File: src/rtl/sisc_fetch_unit.sv
// SISC instruction fetch stage: PC/IR ownership, req/ack instruction-memory fetch,
// and absolute/relative branch target application (immediate or deferred to fetch end).
module sisc_fetch_unit #(
  parameter int PC_W = 16,
  parameter int IW   = 32
) (
  input  logic            clk,
  input  logic            rst_f,
  input  logic            pc_rst,
  input  logic            fetch_go,
  input  logic            br_taken,
  input  logic            br_rel,
  output logic            imem_req,
  output logic [PC_W-1:0] imem_addr,
  input  logic            imem_ack,
  input  logic [IW-1:0]   imem_rdata,
  output logic [IW-1:0]   ir,
  output logic [3:0]      opcode,
  output logic [3:0]      mm,
  output logic            ir_valid,
  output logic            fetch_busy,
  output logic [PC_W-1:0] pc
);

  // Handshake: imem_req rises at the edge leaving IDLE and holds with a
  // constant imem_addr until the edge on which imem_ack=1 is sampled; that
  // edge consumes imem_rdata. An abort (pc_rst) drops the request regardless.
  typedef enum logic {
    S_IDLE = 1'b0,
    S_WAIT = 1'b1
  } state_t;

  state_t          state_q, state_d;
  logic [PC_W-1:0] pc_q, pc_d;
  logic [PC_W-1:0] addr_q, addr_d;
  logic [IW-1:0]   ir_q, ir_d;
  logic            ir_valid_q, ir_valid_d;
  logic            br_pend_q, br_pend_d;
  logic            br_prel_q, br_prel_d;

  logic [31:0]     imm_sx;
  logic [31:0]     imm_zx;
  logic [PC_W-1:0] tgt_abs;
  logic [PC_W-1:0] tgt_rel;
  logic [PC_W-1:0] pc_inc;
  logic            wait_take;
  logic            wait_rel;

  // Targets always come from the IR currently held, never the word in flight.
  assign imm_sx  = {{16{ir_q[15]}}, ir_q[15:0]};
  assign imm_zx  = {16'h0000, ir_q[15:0]};
  assign tgt_abs = imm_zx[PC_W-1:0];
  assign tgt_rel = pc_q + imm_sx[PC_W-1:0];
  assign pc_inc  = pc_q + {{(PC_W-1){1'b0}}, 1'b1};

  // A branch arriving on the completion edge itself is honoured like a latched one.
  assign wait_take = br_pend_q | br_taken;
  assign wait_rel  = br_pend_q ? br_prel_q : br_rel;

  always_ff @(posedge clk or negedge rst_f) begin
    if (!rst_f) begin
      state_q    <= S_IDLE;
      pc_q       <= '0;
      addr_q     <= '0;
      ir_q       <= '0;
      ir_valid_q <= 1'b0;
      br_pend_q  <= 1'b0;
      br_prel_q  <= 1'b0;
    end else begin
      state_q    <= state_d;
      pc_q       <= pc_d;
      addr_q     <= addr_d;
      ir_q       <= ir_d;
      ir_valid_q <= ir_valid_d;
      br_pend_q  <= br_pend_d;
      br_prel_q  <= br_prel_d;
    end
  end

  always_comb begin
    state_d    = state_q;
    pc_d       = pc_q;
    addr_d     = addr_q;
    ir_d       = ir_q;
    ir_valid_d = 1'b0;
    br_pend_d  = br_pend_q;
    br_prel_d  = br_prel_q;

    case (state_q)
      S_IDLE: begin
        if (pc_rst) begin
          pc_d      = '0;
          br_pend_d = 1'b0;
        end else begin
          if (br_taken) begin
            pc_d = br_rel ? tgt_rel : tgt_abs;
          end
          // Fetch address follows any branch taken on the same edge.
          if (fetch_go) begin
            state_d = S_WAIT;
            addr_d  = pc_d;
          end
        end
      end
      S_WAIT: begin
        if (pc_rst) begin
          state_d   = S_IDLE;
          pc_d      = '0;
          br_pend_d = 1'b0;
          br_prel_d = 1'b0;
        end else if (imem_ack) begin
          state_d    = S_IDLE;
          ir_d       = imem_rdata;
          ir_valid_d = 1'b1;
          pc_d       = wait_take ? (wait_rel ? tgt_rel : tgt_abs) : pc_inc;
          br_pend_d  = 1'b0;
          br_prel_d  = 1'b0;
        end else if (br_taken) begin
          br_pend_d = 1'b1;
          br_prel_d = br_rel;
        end
      end
      default: begin
        state_d = S_IDLE;
      end
    endcase
  end

  assign imem_req   = (state_q == S_WAIT);
  assign fetch_busy = (state_q == S_WAIT);
  assign imem_addr  = addr_q;
  assign ir         = ir_q;
  assign opcode     = ir_q[31:28];
  assign mm         = ir_q[27:24];
  assign ir_valid   = ir_valid_q;
  assign pc         = pc_q;

endmodule

File: config.mk
export PLATFORM = sky130hd
export DESIGN_NAME = sisc_fetch_unit
export DESIGN_NICKNAME = d
export VERILOG_FILES = /design/src/rtl/sisc_fetch_unit.sv
export SDC_FILE = /design/constraint.sdc
export NUM_CORES = 1
export LEC_CHECK = 0
export BUFFER_PORTS_ARGS = -buffer_cell sky130_fd_sc_hd__buf_4
export CAP_MARGIN = 10
export CORE_ASPECT_RATIO = 0.6
export CORE_MARGIN = 5
export CORE_UTILIZATION = 50
export DETAILED_ROUTE_END_ITERATION = 12
export GPL_ROUTABILITY_DRIVEN = 0
export PLACE_DENSITY = 0.76
export SLEW_MARGIN = 20
export SYNTH_ARGS = -nofsm -noshare
export SYNTH_HDL_FRONTEND = slang
export SYNTH_SLANG_ARGS = --single-unit
File: constraint.sdc
create_clock -name clk -period 3.6 [get_ports clk]
set_input_delay 0.72 -clock clk [delete_from_list [all_inputs] [get_ports clk]]
set_output_delay 0.72 -clock clk [all_outputs]
set_load 0.05 [all_outputs]
=== Yosys cells after proc, flatten, opt, wreduce, memory -nomap -nowiden ===
Index checks and enable logic that the tools add are counted.
Widths: inputs -> output; s select.

* Bitwise logic cells: 3
* Add/sub/neg operators: 2
* Mux-type cells: 25
* Eq/ne operators: 3
* Reduce and logical (&&, ||, !) cells: 5

{| class="wikitable"
|+ Operators by type and width
! kind !! number
|-
| $mux 16 || 7
|-
| $pmux 16 s2 || 1
|-
| $add 16x1->16 const B || 1
|-
| $add 16x16->16 || 1
|-
| $mux 1 || 15
|-
| $reduce_and 3->1 || 2
|-
| $ne 4x4->1 const B || 1
|-
| $pmux 1 s2 || 2
|-
| $reduce_and 2->1 || 2
|-
| $ne 3x3->1 const B || 1
|-
| $reduce_bool 3->1 || 1
|-
| $ne 2x2->1 const B || 1
|-
| $not 1->1 || 2
|-
| $or 1x1->1 || 1
|}

* Bits of input ports: 39
* Register bits after elaboration: 68
* Output and inout bits: 75

=== Logic depth before layout (Yosys ltp) ===
Gate-level depths: netlist (run 1).

* Word-level depth: 6
* Mapped depth: 9
* Mapped depth without buffers: 9

=== Least setup slack after synthesis (run 1) ===
OpenSTA, ideal clock, no wires.

* Path kind: register to register
* From: register pc_q[0], in the netlist pc[0]
* To: register addr_q[12], in the netlist imem_addr[12]
* Buffers on the path: 0
* Required time: 3.464 ns
* Arrival time: 2.760 ns
* Cell stages (with the launch flop): 10
* Path slack: 0.704 ns
* Path through: dfrtp_1 ha_1 fa_1 a211oi_2 o21ai_2 a211oi_2 o31ai_2 xnor2_1 a2111oi_1 nor3_1

* Longest elaborated chain between the ends: 3

{| class="wikitable"
|+ RTL lines
! element !! line !! text
|-
| start: declaration || 34 || <nowiki>logic [PC_W-1:0] pc_q, pc_d;</nowiki>
|-
| start signal: assignment || 71 || <nowiki>pc_q <= pc_d;</nowiki>
|-
| $add 16x16->16 || 53 || <nowiki>assign tgt_rel = pc_q + imm_sx[PC_W-1:0];</nowiki>
|-
| $mux 16 || 96 || <nowiki>pc_d = br_rel ? tgt_rel : tgt_abs;</nowiki>
|-
| $mux 16 || 95 || <nowiki>if (br_taken) begin</nowiki>
|-
| end signal: assignment || 72 || <nowiki>addr_q <= addr_d;</nowiki>
|-
| end: declaration || 35 || <nowiki>logic [PC_W-1:0] addr_q, addr_d;</nowiki>
|}

No other way between the ends.
A chain may end at the register's enable or synchronous reset.

=== Worst setup path after layout (run 1) ===
* From: register pc_q[0], in the netlist pc[0]
* To: register pc_q[8], in the netlist pc[8]

* Longest elaborated chain between the ends: 6

{| class="wikitable"
|+ RTL lines
! element !! line !! text
|-
| $add 16x16->16 || 53 ||
|-
| $mux 16 (2 in series) || 115 || <nowiki>pc_d = wait_take ? (wait_rel ? tgt_rel : tgt_abs) : pc_inc;</nowiki>
|-
| $mux 16 || 111 || <nowiki>end else if (imem_ack) begin</nowiki>
|-
| $mux 16 || 106 || <nowiki>if (pc_rst) begin</nowiki>
|-
| $pmux 16 s2 * || 89 || <nowiki>case (state_q)</nowiki>
|}

Mark *: on every way between the ends. The rest lies on a longest branch, timed or not. The select of a mux whose other input is x is not followed.

==> flow_results.xml, run 1 <==
<?xml version="1.0" encoding="UTF-8"?>
<metrics>
  <group name="sta">
    <metric name="finalWorstPathRequiredPeriod" unit="ns">2.97</metric>
    <metric name="timing.final.setup_violations" unit="">0</metric>
    <metric name="max_slew.worst_pin.slew" unit="ns">0.912</metric>
    <metric name="grt_setup_unrepaired" unit="">no</metric>
    <metric name="timing.fmax" unit="MHz">337</metric>
    <metric name="report.final.slew_viol_count" unit="">0</metric>
    <metric name="fin_skew" unit="ns">0.00454</metric>
    <metric name="slew_headroom" unit="">0.392</metric>
    <metric name="number_of_hold_slack_violations_in_the_final_timing_report" unit="">0</metric>
    <metric name="finalCritPeriodShare" unit="">0.825</metric>
    <metric name="final.setup.tns" unit="ns">0</metric>
  </group>
  <group name="critical_path">
    <metric name="cp_data_required_time" unit="ns">3.79</metric>
    <metric name="timing.setup.critical_path_class" unit="">register to register</metric>
    <metric name="critPathCaptureType" unit="">register</metric>
    <metric name="worst-path-max-fanout" unit="">6</metric>
    <metric name="timing.critical_path.arrival" unit="ns">3.17</metric>
    <metric name="r2r_setup_slack" unit="ns">0.63</metric>
    <metric name="timing.critical_path.from_type" unit="">register</metric>
  </group>
  <group name="synth">
    <metric name="synth_ff_type" unit="">sky130_fd_sc_hd__dfrtp_1</metric>
    <metric name="simple_logic_cell_fraction_of_the_synthesized_area" unit="">0.139</metric>
    <metric name="async_set_reset_flop_share_out_of_synthesis" unit="">1.00</metric>
    <metric name="muxShareOfSynthArea" unit="">0.111</metric>
    <metric name="synthMostInstantiatedCell" unit="">sky130_fd_sc_hd__dfrtp_1</metric>
    <metric name="yosysWarningCount" unit="">0</metric>
    <metric name="synth_top_family_by_area" unit="">compound AO/OA/AOI/OAI gates</metric>
    <metric name="commonest_cells_in_the_netlist" unit="">sky130_fd_sc_hd__dfrtp_1, sky130_fd_sc_hd__nand2_1, sky130_fd_sc_hd__nor2_1</metric>
    <metric name="yosys.area.top_type_share" unit="">0.373</metric>
    <metric name="post-synth-top-area-cell" unit="">sky130_fd_sc_hd__dfrtp_1</metric>
    <metric name="synth-adder-area-share" unit="">0.0483</metric>
    <metric name="syn_inst_count" unit="">485</metric>
    <metric name="proportion_of_synthesized_chip_area_in_sequential_cells" unit="">0.373</metric>
    <metric name="synthesis.area_per_instance" unit="um^2">9.41</metric>
    <metric name="postSynthNetCount" unit="">541</metric>
    <metric name="synthXorXnorAreaFrac" unit="">0.0326</metric>
    <metric name="post_synthesis_compound_gate_area_fraction" unit="">0.236</metric>
    <metric name="post_synth_main_area_contributors" unit="">sky130_fd_sc_hd__dfrtp_1, sky130_fd_sc_hd__mux2_2, sky130_fd_sc_hd__ha_1, sky130_fd_sc_hd__a21oi_1, sky130_fd_sc_hd__nand2_1</metric>
    <metric name="synth-edff-count" unit="">0</metric>
    <metric name="cell_variety_after_synth" unit="">70</metric>
    <metric name="postSynthRegisterBits" unit="">68</metric>
    <metric name="synth_area" unit="um^2">4560</metric>
  </group>
  <group name="clocking">
    <metric name="post_cts_resized" unit="">0</metric>
    <metric name="cts-root-buf" unit="">sky130_fd_sc_hd__clkbuf_16</metric>
    <metric name="ctsLongestPathBuffers" unit="">2</metric>
    <metric name="post_cts_hold_buffer_count" unit="">0</metric>
    <metric name="tritoncts.num_buffers" unit="">9</metric>
    <metric name="clkTransAtPathRegs" unit="ns">0.05</metric>
    <metric name="insertion_delay_of_the_later_clocked_pin_in_the_worst_skew_pair" unit="ns">0.34</metric>
    <metric name="htree_levels" unit="">3</metric>
    <metric name="postCtsSetupBuffers" unit="">0</metric>
    <metric name="cts_tree" unit="">yes</metric>
    <metric name="clock_sink_total" unit="">68</metric>
  </group>
  <group name="power">
    <metric name="irDropWorstVdd" unit="uV">359</metric>
    <metric name="leakagePower" unit="nW">2.57</metric>
    <metric name="power_per_cell_area" unit="nW/um^2">713</metric>
  </group>
  <group name="die">
    <metric name="io-pin-count" unit="">114</metric>
    <metric name="core_region_area" unit="um^2">9020</metric>
    <metric name="die-area" unit="um^2">11200</metric>
    <metric name="dieHeight" unit="um">84</metric>
    <metric name="initial_core_util" unit="">0.506</metric>
    <metric name="die_width" unit="um">133</metric>
    <metric name="fp-row-count" unit="">27</metric>
  </group>
  <group name="routing">
    <metric name="routed_wirelength_normalized_by_instance_count" unit="um">20.7</metric>
    <metric name="postRouteAntennaNets" unit="">0</metric>
    <metric name="routed-via-count" unit="">4372</metric>
    <metric name="routed_via_density" unit="">6.26</metric>
    <metric name="firstDrtPassIters" unit="">5</metric>
    <metric name="detail_route.wirelength" unit="mm">14.5</metric>
    <metric name="drtIter0Drc" unit="">554</metric>
    <metric name="drc_errors" unit="">0</metric>
  </group>
  <group name="placement">
    <metric name="post-dp-hpwl" unit="mm">10.6</metric>
    <metric name="place.detailed.instances" unit="">684</metric>
    <metric name="place.port_buffers" unit="">113</metric>
  </group>
  <group name="global_routing">
    <metric name="globalRouteMet3Util" unit="">0.111</metric>
    <metric name="grt_antenna_before_repair" unit="">0</metric>
    <metric name="grt_pass1_wl" unit="mm">23.0</metric>
    <metric name="grt_met2_use" unit="">0.354</metric>
    <metric name="gr_util_met1" unit="">0.373</metric>
    <metric name="grt_pass1_vias" unit="">4297</metric>
    <metric name="grt_most_used_layer" unit="">met1</metric>
    <metric name="grt_start_max_net_pins" unit="">69</metric>
    <metric name="grt.total_usage" unit="">0.260</metric>
    <metric name="grt_overflow" unit="">0</metric>
  </group>
  <group name="run_status">
    <metric name="outcome" unit="">complete, no violations</metric>
  </group>
  <group name="cells_and_area">
    <metric name="drive_above_1_share" unit="">0.328</metric>
    <metric name="finish.net_count" unit="">635</metric>
    <metric name="final.fill_count" unit="">749</metric>
    <metric name="post_layout_nonfiller_instances" unit="">698</metric>
    <metric name="antennaDiodeCount" unit="">0</metric>
    <metric name="areaGrowthSynthToFinish" unit="%">23.8</metric>
  </group>
  <group name="min_path">
    <metric name="hold_path.class" unit="">register to register</metric>
  </group>
  <group name="job">
    <metric name="max_cap_violations" unit="">0</metric>
  </group>
</metrics>
-- worst max-delay path, cell delays in order, from the launching register on --
cell and delay, ns:
sky130_fd_sc_hd__dfrtp_1 0.44, sky130_fd_sc_hd__ha_1 0.28, sky130_fd_sc_hd__fa_1 0.45, sky130_fd_sc_hd__a211oi_2 0.33
sky130_fd_sc_hd__o21ai_2 0.13, sky130_fd_sc_hd__a211oi_2 0.36, sky130_fd_sc_hd__nor2_1 0.11, sky130_fd_sc_hd__xor2_1 0.17
sky130_fd_sc_hd__a222oi_1 0.38, sky130_fd_sc_hd__o32ai_1 0.17
-- report_power, final --
group | switching (W) | internal [W]
logic | 0.00135 | 0.000678
registers | 0.000218 | 0.000937
clock network | 0.000315 | 0.000526
-- cells by family (layout without fill, tap and decap cells) --
logic type      Yosys count  in the layout
xor+xnor                 17             17
mux                      46             46
compound gates          153            153
buf+inv                  48            145
fa+ha+maj                17             17
simple gates            136            136
flops                    68             68
-- cells in the final DEF, fill, tap and decap left out, types with 4 or more instances in the layout --
cell | synthesis | final
sky130_fd_sc_hd__inv_1 | 10 | 10
sky130_fd_sc_hd__nor3_1 | 9 | 9
sky130_fd_sc_hd__o211ai_1 | 4 | 4
sky130_fd_sc_hd__a211oi_1 | 10 | 10
sky130_fd_sc_hd__o21ai_0 | 27 | 27
sky130_fd_sc_hd__ha_1 | 16 | 16
sky130_fd_sc_hd__nand2b_1 | 4 | 4
sky130_fd_sc_hd__a21o_1 | 6 | 6
sky130_fd_sc_hd__o31ai_1 | 8 | 8
sky130_fd_sc_hd__or3_1 | 4 | 4
sky130_fd_sc_hd__a22oi_1 | 4 | 4
sky130_fd_sc_hd__a21oi_1 | 34 | 34
sky130_fd_sc_hd__dfrtp_1 | 68 | 68
sky130_fd_sc_hd__nand3_1 | 7 | 7
sky130_fd_sc_hd__o22ai_1 | 6 | 6
sky130_fd_sc_hd__nand4_1 | 4 | 4
sky130_fd_sc_hd__mux2_2 | 38 | 38
sky130_fd_sc_hd__a22o_1 | 4 | 4
sky130_fd_sc_hd__nor2b_1 | 5 | 5
sky130_fd_sc_hd__xnor2_1 | 10 | 10
sky130_fd_sc_hd__a31oi_1 | 5 | 5
sky130_fd_sc_hd__mux2i_1 | 8 | 8
sky130_fd_sc_hd__clkbuf_16 | 0 | 9
sky130_fd_sc_hd__or2_2 | 4 | 4
sky130_fd_sc_hd__xor2_1 | 7 | 7
sky130_fd_sc_hd__o21ai_1 | 4 | 4
sky130_fd_sc_hd__nor2_1 | 42 | 42
sky130_fd_sc_hd__nand2_1 | 42 | 42
sky130_fd_sc_hd__buf_4 | 11 | 120
-- state kept, by name (all words and copies together), names as in the netlist --
name,flops
ir,32
imem_addr,16
pc,16
br_pend_q,1
br_prel_q,1
fetch_busy,1
ir_valid,1
-- final timing paths --
| check | from | endpoint | depth (start not counted) |
|---|---|---|---|
| setup / recovery | pc[0] | pc[8] | 9 |
| hold / removal | imem_addr[15] | imem_addr[15] | 2 |
| setup reg to reg | pc[0] | pc[8] | 9 |
| hold reg to reg | imem_addr[15] | imem_addr[15] | 2 |
| max in group asynchronous | rst_f | ir[1] | 1 |
| min in group asynchronous | rst_f | ir[0] | 1 |
-- through the flow --
step / hold WS (ns) / area (um^2) / util / setup slack, ns / total power [W]
2_1_floorplan: 0.424 / 4560 / - / 0.704 / 0.00257
3_3_place_gp: 0.462 / 5380 / 0.596 / 0.781 / 0.00311
3_5_place_dp: 0.476 / 5380 / 0.596 / 0.707 / 0.00316
4_1_cts: 0.487 / 5650 / 0.626 / 0.683 / 0.00401
5_1_grt: 0.518 / 5650 / 0.626 / 0.446 / 0.00421
6_report: 0.485 / 5650 / 0.626 / 0.628 / 0.00403
-- area by class of cell --
cell class,instances,area [um^2],share of cell area
clock inverters,3,40.0,0.00709
flip-flops and latches,68,1700,0.301
clock buffers,11,233,0.0412
multi-input cells,369,2590,0.458
repair buffers,120,901,0.159
inverters,11,41.3,0.00731
well taps,116,145,0.0257
-- layer usage --
| metal | up-vias | wire length (um) |
|---|---|---|
| met2 | 284 | 6020 |
| li1 | 1981 | - |
| met4 | 0 | 188 |
| met3 | 28 | 2060 |
| met5 | - | 0 |
| met1 | 2079 | 6190 |
Power figures use the tool's default switching activity.
==> run 2, diff against run 1 <==
--- a/config.mk
+++ b/config.mk
@@ -9,10 +9,10 @@
 export CAP_MARGIN = 10
 export CORE_ASPECT_RATIO = 0.6
 export CORE_MARGIN = 5
-export CORE_UTILIZATION = 50
+export CORE_UTILIZATION = 49
 export DETAILED_ROUTE_END_ITERATION = 12
 export GPL_ROUTABILITY_DRIVEN = 0
-export PLACE_DENSITY = 0.76
+export PLACE_DENSITY = 0.77
 export SLEW_MARGIN = 20
 export SYNTH_ARGS = -nofsm -noshare
 export SYNTH_HDL_FRONTEND = slang
==> constraint.sdc (replaced) <==
create_clock -name clk -period 2.5 [get_ports clk]
set_input_delay 0.5 -clock clk [delete_from_list [all_inputs] [get_ports clk]]
set_output_delay 0.5 -clock clk [all_outputs]
set_load 0.05 [all_outputs]
==> run 2 against run 1 <==
Effect of this change: the run now ends with negative setup slack left; wire length up 7.4%; sequential cell count unchanged; largest power group unchanged; clock skew up 0.0036 ns.
==> flow_results.xml, run 2 (synthesized netlist as in run 1, its figures left out) <==
<?xml version="1.0" encoding="UTF-8"?>
<metrics>
  <group name="global_routing">
    <metric name="grt.total_usage" unit="">0.268</metric>
    <metric name="grt_pass1_vias" unit="">4431</metric>
    <metric name="grt_pass1_wl" unit="mm">23.8</metric>
    <metric name="grt_start_max_net_pins" unit="">69</metric>
    <metric name="grt_antenna_before_repair" unit="">0</metric>
    <metric name="grt_overflow" unit="">0</metric>
  </group>
  <group name="routing">
    <metric name="routed_via_density" unit="">6.29</metric>
    <metric name="postRouteAntennaNets" unit="">0</metric>
    <metric name="routed-via-count" unit="">4691</metric>
    <metric name="drtIter0Drc" unit="">564</metric>
    <metric name="routed-wl-met2" unit="mm">6.25</metric>
    <metric name="wl_met1" unit="mm">6.38</metric>
    <metric name="detailroute.wirelength.met3" unit="mm">2.56</metric>
    <metric name="routed_wirelength_normalized_by_instance_count" unit="um">20.8</metric>
    <metric name="drc_errors" unit="">0</metric>
    <metric name="firstDrtPassIters" unit="">7</metric>
    <metric name="highest_signal_layer_in_the_routed_design" unit="">met4</metric>
    <metric name="detail_route.wirelength" unit="mm">15.5</metric>
  </group>
  <group name="die">
    <metric name="core_region_area" unit="um^2">9120</metric>
    <metric name="die_width" unit="um">135</metric>
    <metric name="dieHeight" unit="um">84.8</metric>
    <metric name="die-area" unit="um^2">11400</metric>
    <metric name="fp-row-count" unit="">27</metric>
    <metric name="io-pin-count" unit="">114</metric>
    <metric name="initial_core_util" unit="">0.500</metric>
  </group>
  <group name="cells_and_area">
    <metric name="mostFrequentLayoutCell" unit="">sky130_fd_sc_hd__buf_4</metric>
    <metric name="areaGrowthSynthToFinish" unit="%">37.0</metric>
    <metric name="final.fill_count" unit="">705</metric>
    <metric name="finish.net_count" unit="">681</metric>
    <metric name="stdcell_area" unit="um^2">6250</metric>
    <metric name="drive_above_1_share" unit="">0.422</metric>
    <metric name="largest_register_ffs" unit="">32</metric>
    <metric name="antennaDiodeCount" unit="">0</metric>
    <metric name="layout_common_cells" unit="">sky130_fd_sc_hd__buf_4, sky130_fd_sc_hd__dfrtp_1, sky130_fd_sc_hd__nand2_1</metric>
  </group>
  <group name="clocking">
    <metric name="clock_sink_total" unit="">68</metric>
    <metric name="cts_tree" unit="">yes</metric>
    <metric name="ctsLongestPathBuffers" unit="">2</metric>
    <metric name="clkTransAtPathRegs" unit="ns">0.06</metric>
    <metric name="post_cts_hold_buffer_count" unit="">0</metric>
    <metric name="htree_levels" unit="">3</metric>
    <metric name="insertion_delay_of_the_later_clocked_pin_in_the_worst_skew_pair" unit="ns">0.34</metric>
    <metric name="tritoncts.num_buffers" unit="">9</metric>
    <metric name="cts-root-buf" unit="">sky130_fd_sc_hd__clkbuf_16</metric>
  </group>
  <group name="sta">
    <metric name="fin_ws" unit="ns">-0.120</metric>
    <metric name="finalCritPeriodShare" unit="">1.05</metric>
    <metric name="finalWorstPathRequiredPeriod" unit="ns">2.62</metric>
    <metric name="slew_headroom" unit="">0.417</metric>
    <metric name="timing.final.setup_violations" unit="">8</metric>
    <metric name="max_slew.worst_pin.slew" unit="ns">0.875</metric>
    <metric name="grt_setup_unrepaired" unit="">yes</metric>
    <metric name="timing.fmax" unit="MHz">382</metric>
    <metric name="whs" unit="ns">0.289</metric>
    <metric name="final.setup.tns" unit="ns">-0.572</metric>
    <metric name="fin_skew" unit="ns">0.00811</metric>
    <metric name="number_of_hold_slack_violations_in_the_final_timing_report" unit="">0</metric>
    <metric name="report.final.slew_viol_count" unit="">0</metric>
  </group>
  <group name="critical_path">
    <metric name="critical_path.cell_chain" unit="">ha_4, fa_2, a211oi_4, buf_4, buf_4, nor2_1, o21ai_0, a22oi_1, a21oi_1, o22ai_1</metric>
    <metric name="critPathCaptureType" unit="">register</metric>
    <metric name="worst_path_most_repeated_cell" unit="">sky130_fd_sc_hd__buf_4</metric>
    <metric name="critPathMaxStageDelay" unit="ns">0.43</metric>
    <metric name="critPathTopFamily" unit="">compound AO/OA/AOI/OAI gates</metric>
    <metric name="timing.critical_path.slowest_stage_cell" unit="">sky130_fd_sc_hd__dfrtp_2</metric>
    <metric name="timing.critical_path.from_type" unit="">register</metric>
    <metric name="timing.setup.critical_path_class" unit="">register to register</metric>
    <metric name="worst-path-buf-inv" unit="">2</metric>
    <metric name="timing.critical_path.arrival" unit="ns">2.80</metric>
    <metric name="cp_data_required_time" unit="ns">2.68</metric>
    <metric name="worst-path-max-fanout" unit="">2</metric>
  </group>
  <group name="placement">
    <metric name="place.port_buffers" unit="">113</metric>
    <metric name="post-dp-hpwl" unit="mm">11.3</metric>
    <metric name="post-place-ws" unit="ns">-0.0622</metric>
    <metric name="post_dp_area" unit="um^2">5710</metric>
  </group>
  <group name="power">
    <metric name="power_per_cell_area" unit="nW/um^2">1040</metric>
    <metric name="irDropWorstVdd" unit="uV">690</metric>
    <metric name="power" unit="W">0.00650</metric>
    <metric name="leakagePower" unit="nW">2.85</metric>
  </group>
  <group name="job">
    <metric name="max_cap_violations" unit="">0</metric>
  </group>
  <group name="min_path">
    <metric name="hold_path.class" unit="">input pin to asynchronous set/reset pin</metric>
  </group>
  <group name="run_status">
    <metric name="failed_checks" unit="">negative setup slack</metric>
    <metric name="outcome" unit="">finished, violations left</metric>
  </group>
</metrics>
## run 2: report_power, final
group          internal, W  switching (W)  leakage [nW]
sequential         0.00135       0.000216         0.843
clock              0.00103       0.000483         0.173
combinational      0.00122        0.00220          1.84
total              0.00361        0.00290          2.85
## run 2: per-layer routing
metal	up-vias	global-route usage
met5	-	0
met4	0	0.0739
li1	2067	-
met2	364	0.364
met3	53	0.137
met1	2207	0.371
## run 2: timing repair
item,CTS,global route
setup buffers,1,4
pin swaps,1,14
gates resized for setup,3,28
endpoints found under the setup margin,7,19
gates cloned,0,0
## run 2: through the flow
stage | std cells | util
detailed placement | 725 | 0.626
finish | 746 | 0.686
global route | 746 | 0.686
floorplan | 485 | -
CTS | 742 | 0.668
global placement | 725 | 0.626
## run 2: layout make-up
cell class / instances / area [um^2] / share of cell area
multi-input combinational: 369 / 2760 / 0.441
sequential: 68 / 1710 / 0.274
timing repair buffer: 166 / 1250 / 0.199
clock buffer: 12 / 256 / 0.0410
tap: 116 / 145 / 0.0232
clock inverter: 4 / 95.1 / 0.0152
inverter: 11 / 41.3 / 0.00660
## run 2: final timing paths
check	startpoint	endpoint	slack [ns]	cells past startpoint
max reg2reg	pc[0]	pc[6]	-0.12	10
min in group clk	imem_rdata[15]	ir[15]	0.37	3
max in group asynchronous	rst_f	pc[3]	1.60	1
min reg2reg	imem_addr[0]	imem_addr[0]	0.48	2
max	pc[0]	pc[6]	-0.12	10
min	rst_f	pc[5]	0.29	1
